**src/rtl/mem_access_unit_pkg.sv**
```systemverilog
// mem_access_unit_pkg: shared funct3 codes, FSM states and byte-enable helpers
package mem_access_unit_pkg;

    localparam logic [2:0] F3_LB  = 3'b000;
    localparam logic [2:0] F3_LH  = 3'b001;
    localparam logic [2:0] F3_LW  = 3'b010;
    localparam logic [2:0] F3_LBU = 3'b100;
    localparam logic [2:0] F3_LHU = 3'b101;
    localparam logic [2:0] F3_SB  = 3'b000;
    localparam logic [2:0] F3_SH  = 3'b001;
    localparam logic [2:0] F3_SW  = 3'b010;

    localparam logic [3:0] BE_B = 4'b0001;
    localparam logic [3:0] BE_H = 4'b0011;
    localparam logic [3:0] BE_W = 4'b1111;

    typedef enum logic [1:0] {IDLE, ACCESS, RESP} state_t;

    function automatic logic [3:0] be_of(input logic [2:0] f3);
        return f3 == F3_SB ? BE_B : f3 == F3_SH ? BE_H : BE_W;
    endfunction

endpackage

```
**src/rtl/mem_access_unit_load_extend.sv**
```systemverilog
// load_extend: sign/zero-extends raw SRAM read data according to the load width code
module load_extend
    import mem_access_unit_pkg::*;
(
    input  logic [2:0]  funct3,
    input  logic [31:0] raw,
    output logic [31:0] data
);

    // Byte and half loads extend from the lowest lanes; anything else passes through
    always_comb begin
        data = funct3 == F3_LB  ? {{24{raw[7]}}, raw[7:0]} :
               funct3 == F3_LBU ? {24'd0, raw[7:0]} :
               funct3 == F3_LH  ? {{16{raw[15]}}, raw[15:0]} :
               funct3 == F3_LHU ? {16'd0, raw[15:0]} : raw;
    end

endmodule

```
**src/rtl/mem_access_unit.sv**
```systemverilog
// mem_access_unit: MEM-stage load/store controller driving a byte-addressed SRAM
module mem_access_unit
    import mem_access_unit_pkg::*;
#(
    parameter int ADDR_W = 16,
    parameter int DATA_W = 32
)
(
    input  logic              clk,
    input  logic              rst,
    input  logic              req_valid,
    output logic              req_ready,
    input  logic              req_we,
    input  logic [2:0]        req_funct3,
    input  logic [ADDR_W-1:0] req_addr,
    input  logic [DATA_W-1:0] req_wdata,
    output logic              rsp_valid,
    input  logic              rsp_ready,
    output logic [DATA_W-1:0] rsp_rdata,
    output logic              rsp_misaligned,
    output logic              rsp_illegal,
    output logic [3:0]        mem_w_en,
    output logic [ADDR_W-1:0] mem_address,
    output logic [DATA_W-1:0] mem_write_data,
    input  logic [DATA_W-1:0] mem_read_data
);

    state_t            state, state_n;
    logic              we_q;
    logic [2:0]        f3_q;
    logic [DATA_W-1:0] ext;
    logic              accept, illegal, misaligned;

    assign req_ready  = state == IDLE || (state == RESP && rsp_ready);
    assign accept     = req_valid && req_ready;
    assign rsp_valid  = state == RESP;
    assign illegal    = req_we ? req_funct3 >= 3'd3 : (req_funct3 == 3'd3 || req_funct3[2:1] == 2'b11);
    assign misaligned = (req_funct3[1:0] == 2'b01 && req_addr[0]) ||
                        (req_funct3[1:0] == 2'b10 && req_addr[1:0] != 2'b00);
    assign mem_w_en   = (state == ACCESS && we_q && !rst) ? be_of(f3_q) : 4'b0000;

    load_extend u_ext (
        .funct3 (f3_q),
        .raw    (mem_read_data),
        .data   (ext)
    );

    // State register
    always_ff @(posedge clk) begin
        if (rst) state <= IDLE;
        else     state <= state_n;
    end

    // Faults skip ACCESS; a response handshake may overlap a new acceptance
    always_comb begin
        state_n = state;
        if (state == ACCESS)                 state_n = RESP;
        else if (accept)                     state_n = (illegal || misaligned) ? RESP : ACCESS;
        else if (state == RESP && rsp_ready) state_n = IDLE;
    end

    // Request latch, fault flags and captured load data
    always_ff @(posedge clk) begin
        if (rst) begin
            we_q           <= 1'b0;
            f3_q           <= 3'b000;
            mem_address    <= '0;
            mem_write_data <= '0;
            rsp_rdata      <= '0;
            rsp_misaligned <= 1'b0;
            rsp_illegal    <= 1'b0;
        end else if (accept) begin
            we_q           <= req_we;
            f3_q           <= req_funct3;
            mem_address    <= req_addr;
            mem_write_data <= req_wdata;
            rsp_rdata      <= '0;
            rsp_illegal    <= illegal;
            rsp_misaligned <= !illegal && misaligned;
        end else if (state == ACCESS && !we_q) begin
            rsp_rdata      <= ext;
        end
    end

endmodule
```
**config.mk**
```make
export PLATFORM = sky130hd
export DESIGN_NAME = mem_access_unit
export DESIGN_NICKNAME = d
export VERILOG_FILES = /design/src/rtl/mem_access_unit_pkg.sv /design/src/rtl/mem_access_unit_load_extend.sv /design/src/rtl/mem_access_unit.sv
export SDC_FILE = /design/constraint.sdc
export NUM_CORES = 1
export LEC_CHECK = 0
export ABC_AREA = 0
export ABC_CLOCK_PERIOD_IN_PS = 1780
export BUFFER_PORTS_ARGS = -buffer_cell sky130_fd_sc_hd__buf_2
export CAP_MARGIN = 20
export CELL_PAD_IN_SITES_DETAIL_PLACEMENT = 0
export CELL_PAD_IN_SITES_GLOBAL_PLACEMENT = 1
export CORE_ASPECT_RATIO = 1.2
export CORE_MARGIN = 5
export CORE_UTILIZATION = 34
export CTS_CLUSTER_SIZE = 24
export DETAILED_ROUTE_END_ITERATION = 10
export HOLD_SLACK_MARGIN = 0.03
export PLACE_DENSITY_LB_ADDON = 0.1
export SETUP_SLACK_MARGIN = 0.5
export SYNTH_ARGS = -nofsm -noshare
export SYNTH_HDL_FRONTEND = slang
export SYNTH_SLANG_ARGS = --single-unit
```
**constraint.sdc**
```tcl
create_clock -name clk -period 1.78 [get_ports clk]
set_input_delay 0.089 -clock clk [delete_from_list [all_inputs] [get_ports clk]]
set_output_delay 0.089 -clock clk [all_outputs]
set_load 0.005 [all_outputs]
```
# Word level (Yosys, flattened, before mapping)
# Cells that the tools add are included.
[totals] register_bits=88 input_bits=88 out_inout_bits=88 wordCells=53
[op_classes] order_cmp=1 n_eq_ne=9 n_mux=12 reduce_logical=22
[op_table] cell="$mux 32" count=4
[op_table] cell="$mux 4" count=3
[op_table] cell="$logic_and 1x1->1" count=8
[op_table] cell="$mux 2" count=4
[op_table] cell="$eq 2x2->1 const B" count=3
[op_table] cell="$eq 3x3->1 const B" count=2
[op_table] cell="$eq 2x1->1 const B" count=2
[op_table] cell="$logic_or 1x1->1" count=4
[op_table] cell="$reduce_bool 2->1" count=2
[op_table] cell="$reduce_or 2->1" count=2
[op_table] cell="$eq 3x1->1 const B" count=1
[op_table] cell="$eq 3x2->1 const B" count=1
[op_table] cell="$ge 3x2->1 const B" count=1
[op_table] cell="$logic_not 1->1" count=3
[op_table] cell="$logic_not 3->1" count=1
[op_table] cell="$reduce_bool 3->1" count=1
[op_table] cell="$logic_not 2->1" count=1
[op_table] cell="$mux 1" count=1

# Logic depth before layout (Yosys ltp)
[logic_depth] depth_word=7 ltp_mapped=6 ltp_nobuf=3

# Cells and area by module
# Synthesis repeated with hierarchy kept, for this count alone.
[hier_totals] hier_cells=354 area_unflattened_um2=3388.2
[modules_own_cells] mod="mem_access_unit" n_inst=1 cells_each=287 area_each_um2=3024.2 seq_area_each_um2=1761.7
[modules_own_cells] mod="load_extend" n_inst=1 cells_each=67 area_each_um2=364.1 seq_area_each_um2=0.0

# Worst setup path after synthesis
# OpenSTA, ideal clock, no wires.
[synth_timing] path_type="reg2reg" from="register state[0]" to="register rsp_rdata[29]" setup_time_ns=0.122 t_arrival_ns=1.278 required_time_ns=1.658 path_slack_ns=0.381 path_stages_with_launch=7 path_buffers=3 synth_period_minus_slack_ns=1.399 path_cell_list="dfxtp_1 -> buf_2 -> or3b_1 -> buf_2 -> buf_4 -> a21oi_2 -> a211oi_2"
[synth_via] elab_chain_len=5 word_cells_on_any_way=8 classes_between="2 x eq/ne; 6 x reduce/logical"
[synth_rtl] element="from (decl)" line_no="mem_access_unit.sv:28" source="state_t state, state_n;"
[synth_rtl] element="from (signal assigned)" line_no="mem_access_unit.sv:51" source="else state <= state_n;"
[synth_rtl] element="$eq 2x2->1" line_no="mem_access_unit.sv:34" source="assign req_ready = state == IDLE || (state == RESP && rsp_ready);"
[synth_rtl] element="$logic_and 1x1->1" line_no="mem_access_unit.sv:34"
[synth_rtl] element="$logic_or 1x1->1" line_no="mem_access_unit.sv:34"
[synth_rtl] element="$logic_and 1x1->1" line_no="mem_access_unit.sv:35" source="assign accept = req_valid && req_ready;"
[synth_rtl] element="$reduce_or 2->1 (no line)"
[synth_rtl] element="to (signal assigned)" line_no="mem_access_unit.sv:81" source="rsp_rdata <= ext;"
[synth_rtl] element="to (decl)" line_no="mem_access_unit.sv:19" source="output logic [DATA_W-1:0] rsp_rdata,"
# Parallel ways exist; a longest one is shown, timed or not.
# A chain may end at the register's enable or synchronous reset.

# Worst setup path in the final report
[layout_timing] from="register state[0]" to="output port req_ready"
[layout_via] elab_chain_len=3 word_cells_on_any_way=4 classes_between="1 x eq/ne; 3 x reduce/logical"
[layout_rtl] element="$eq 2x2->1" line_no="mem_access_unit.sv:34"
[layout_rtl] element="$logic_and 1x1->1" line_no="mem_access_unit.sv:34"
[layout_rtl] element="$logic_or 1x1->1 (*)" line_no="mem_access_unit.sv:34"
[layout_rtl] element="to (decl)" line_no="mem_access_unit.sv:12" source="output logic req_ready,"
# Mark *: on every way between the ends. The rest lies on a longest branch, timed or not.

==> metrics <==
Crit path required time=1690 ps; synth warn=0; Clock Tree Buf Depth=2; Final GP Congestion=0.712; reg2reg path depth=6; Core Box Area=11,500 sq um; distinct cell type count after synthesis=35; DR iter-0 viols=196; met1 Resource Use GR=0.241; Pins Over Slew Limit=0; Crit Path Category=reg2out; EDFF count, synth=0; commonest non-fill, non-tap cell in the layout=buf_2; final hold vios=0; vias per cell=5.27; RR Startpoint=state[0]$_SDFFE_PP0P_; final setup fails=0; M3 GR Usage=0.0479; achievable clock frequency=665 MHz; met2 Usage GRT=0.331; RSZ-0062 raised after global routing=true; Remaining DRCs=0; total clock sinks=88; grt peak-use layer=met2; peak fanout along the critical path=32; Pre-antenna DRT Iters=5; worst-case clock skew=5.00 ps; Hold Path Stages=3; io pins=176; Design Power=4930 uW; top_reg_cell synth=dfxtp_1; Tmin final=1500 ps; most frequent cells in the layout=174 x buf_2, 84 x dfxtp_1, 62 x a21oi_1; Max Cap Viol=0; reg-to-reg slack, setup=340 ps; antenna cells=0; CTS clock-pin slew for the worst setup and hold paths=60 ps; worst min path class=in2reg; ys async rst share=0; Final nets=746; CTS Buf Count=9; Worst Tran Pin Value=965 ps; DIE WIDTH=108 microns; status=complete, no violations; HPWL after detailed placement=8.47 mm; Initial Utilization=0.343; vias in the first global route=4,282; pin count of the biggest net entering global routing=55; mean post-synth cell area=9.05 sq um; gr usage total=0.193; TNS Setup=0 ps; total gr overflow=0; Vias=4,323; FF+latch count, synth=88; htree depth=3; Crit path arrival time=1410 ps; Seq/Total Area, Yosys=0.449; drt wl/cell=17.9 microns; Critical R2R Capture=rsp_rdata[23]$_SDFFE_PP0P_; Die ar.=13,800 sq um; initial antenna violation count=0; cells after synthesis=434; port bufs=175; die height=128 microns; Syn Nets=522; layout cell share with drive strength beyond 1=0.483; routed wire length=14.6 mm; CTS Root Cell=clkbuf_16; first-pass GRT wire length=21.6 mm; CTS tree=yes; std cell rows=43; Hold Crit Start=req_wdata[25]; Netlist Area Pre-Place=3930 sq um; Hold Crit Endpoint=mem_write_data[25]$_SDFFE_PP0P_; Max-slew headroom=0.357; VDD IR max=0.448 mV; part of the cycle the worst path needs=0.844; P&R area growth vs syn=67.1%; clk_lat worst skew=340 ps; Leakage=0.00266 uW; CP Capture Type=output port; CP Launch Type=flop; Post-DRT Antenna Nets=0; Pwr per Cell Area=751 nW/um^2
## flip-flops by register name, indices dropped and copies added (netlist names)
name	flops
rsp_illegal	1
we_q	1
rsp_rdata	32
f3_q	3
mem_write_data	32
state	2
rsp_misaligned	1
mem_address	16
## power by group
| group | switching [uW] | leakage (uW) | internal (uW) |
|---|---|---|---|
| combinational | 497 | 0.00180 | 472 |
| clock | 824 | 0.000142 | 989 |
| sequential | 79.8 | 0.000721 | 2070 |
| total | 1400 | 0.00266 | 3530 |
## cell usage after synthesis, types with 2 or more instances
cell,count,area [sq um]
a31oi_1,2,12.5
nor4bb_1,2,20.0
clkbuf_1,35,131
buf_6,2,22.5
a21oi_2,12,105
nand4_1,52,325
o21ai_0,9,45.0
buf_4,4,30.0
a211oi_2,22,275
nor2_1,25,93.8
a211oi_1,5,37.5
buf_2,15,75.1
inv_2,2,7.51
nand2_1,18,67.6
o31ai_1,52,390
nor4b_2,2,30.0
nor2b_1,2,12.5
buf_1,2,7.51
a21oi_1,67,335
dfxtp_1,88,1760
o31a_1,2,17.5
## how the worst max path moves through the flow
| stage | startpoint | to | slack [ps] |
|---|---|---|---|
| 2_1_floorplan | state[0]$_SDFFE_PP0P_ | rsp_rdata[19]$_SDFFE_PP0P_ | 450 |
| 3_3_place_gp | state[0]$_SDFFE_PP0P_ | rsp_rdata[8]$_SDFFE_PP0P_ | 240 |
| 6_report | state[0]$_SDFFE_PP0P_ | req_ready | 280 |
| 4_1_cts | state[0]$_SDFFE_PP0P_ | mem_w_en[3] | 280 |
| 5_1_grt | state[0]$_SDFFE_PP0P_ | mem_w_en[3] | 210 |
| 3_5_place_dp | state[0]$_SDFFE_PP0P_ | rsp_rdata[8]$_SDFFE_PP0P_ | 220 |
## layer usage
| metal | up-vias | routed length (microns) | share of wire |
|---|---|---|---|
| li1 | 2097 | - | - |
| met1 | 2073 | 6140 | 0.42 |
| met2 | 139 | 7450 | 0.51 |
| met3 | 14 | 879 | 0.060 |
| met4 | 0 | 176 | 0.012 |
| met5 | - | 0 | 0 |
## worst max-delay path, cell delays in order, from the launching register on
cell,delay (ps)
dfxtp_4,380
buf_4,400
nor2_1,120
buf_2,160
## stage by stage
stage / hold WS, ps / utilization / area [sq um] / worst slack, ps / instances
after floorplan: 206 / - / 3960 / 450 / 434
after global placement: 334 / 0.429 / 4910 / 235 / 725
after detailed placement: 339 / 0.429 / 4910 / 219 / 725
after CTS: 31.4 / 0.514 / 5890 / 283 / 806
after global routing: 40.2 / 0.573 / 6560 / 210 / 820
final: 32.0 / 0.573 / 6560 / 277 / 820
## logic make-up after synthesis
| logic type | count (synthesis) | share of synthesized area |
|---|---|---|
| and+or+nand+nor | 110 | 0.160 |
| buffers and inverters | 60 | 0.0698 |
| DFF | 88 | 0.449 |
| muxes | 1 | 0.00255 |
| AOI/OAI and AO/OA | 175 | 0.319 |
## repair_timing
item | in CTS | in global routing
hold buffers | 53 | 0
hold endpoints to repair | 53 | 0
pin swaps | 2 | 35
resized for setup | 15 | 87
setup endpoints to repair | 41 | 89
setup buffers | 11 | 5
cloned | 1 | 9
## area by class of cell
type | count | area (sq um)
sequential | 88 | 1770
inverter | 2 | 12.5
timing repair buffer | 271 | 2030
fill | 1096 | 4900
tap | 157 | 196
clock inverter | 6 | 45.0
multi-input combinational | 286 | 2270
clock buffer | 10 | 239
No activity file was read; power rests on OpenSTA's default activity.
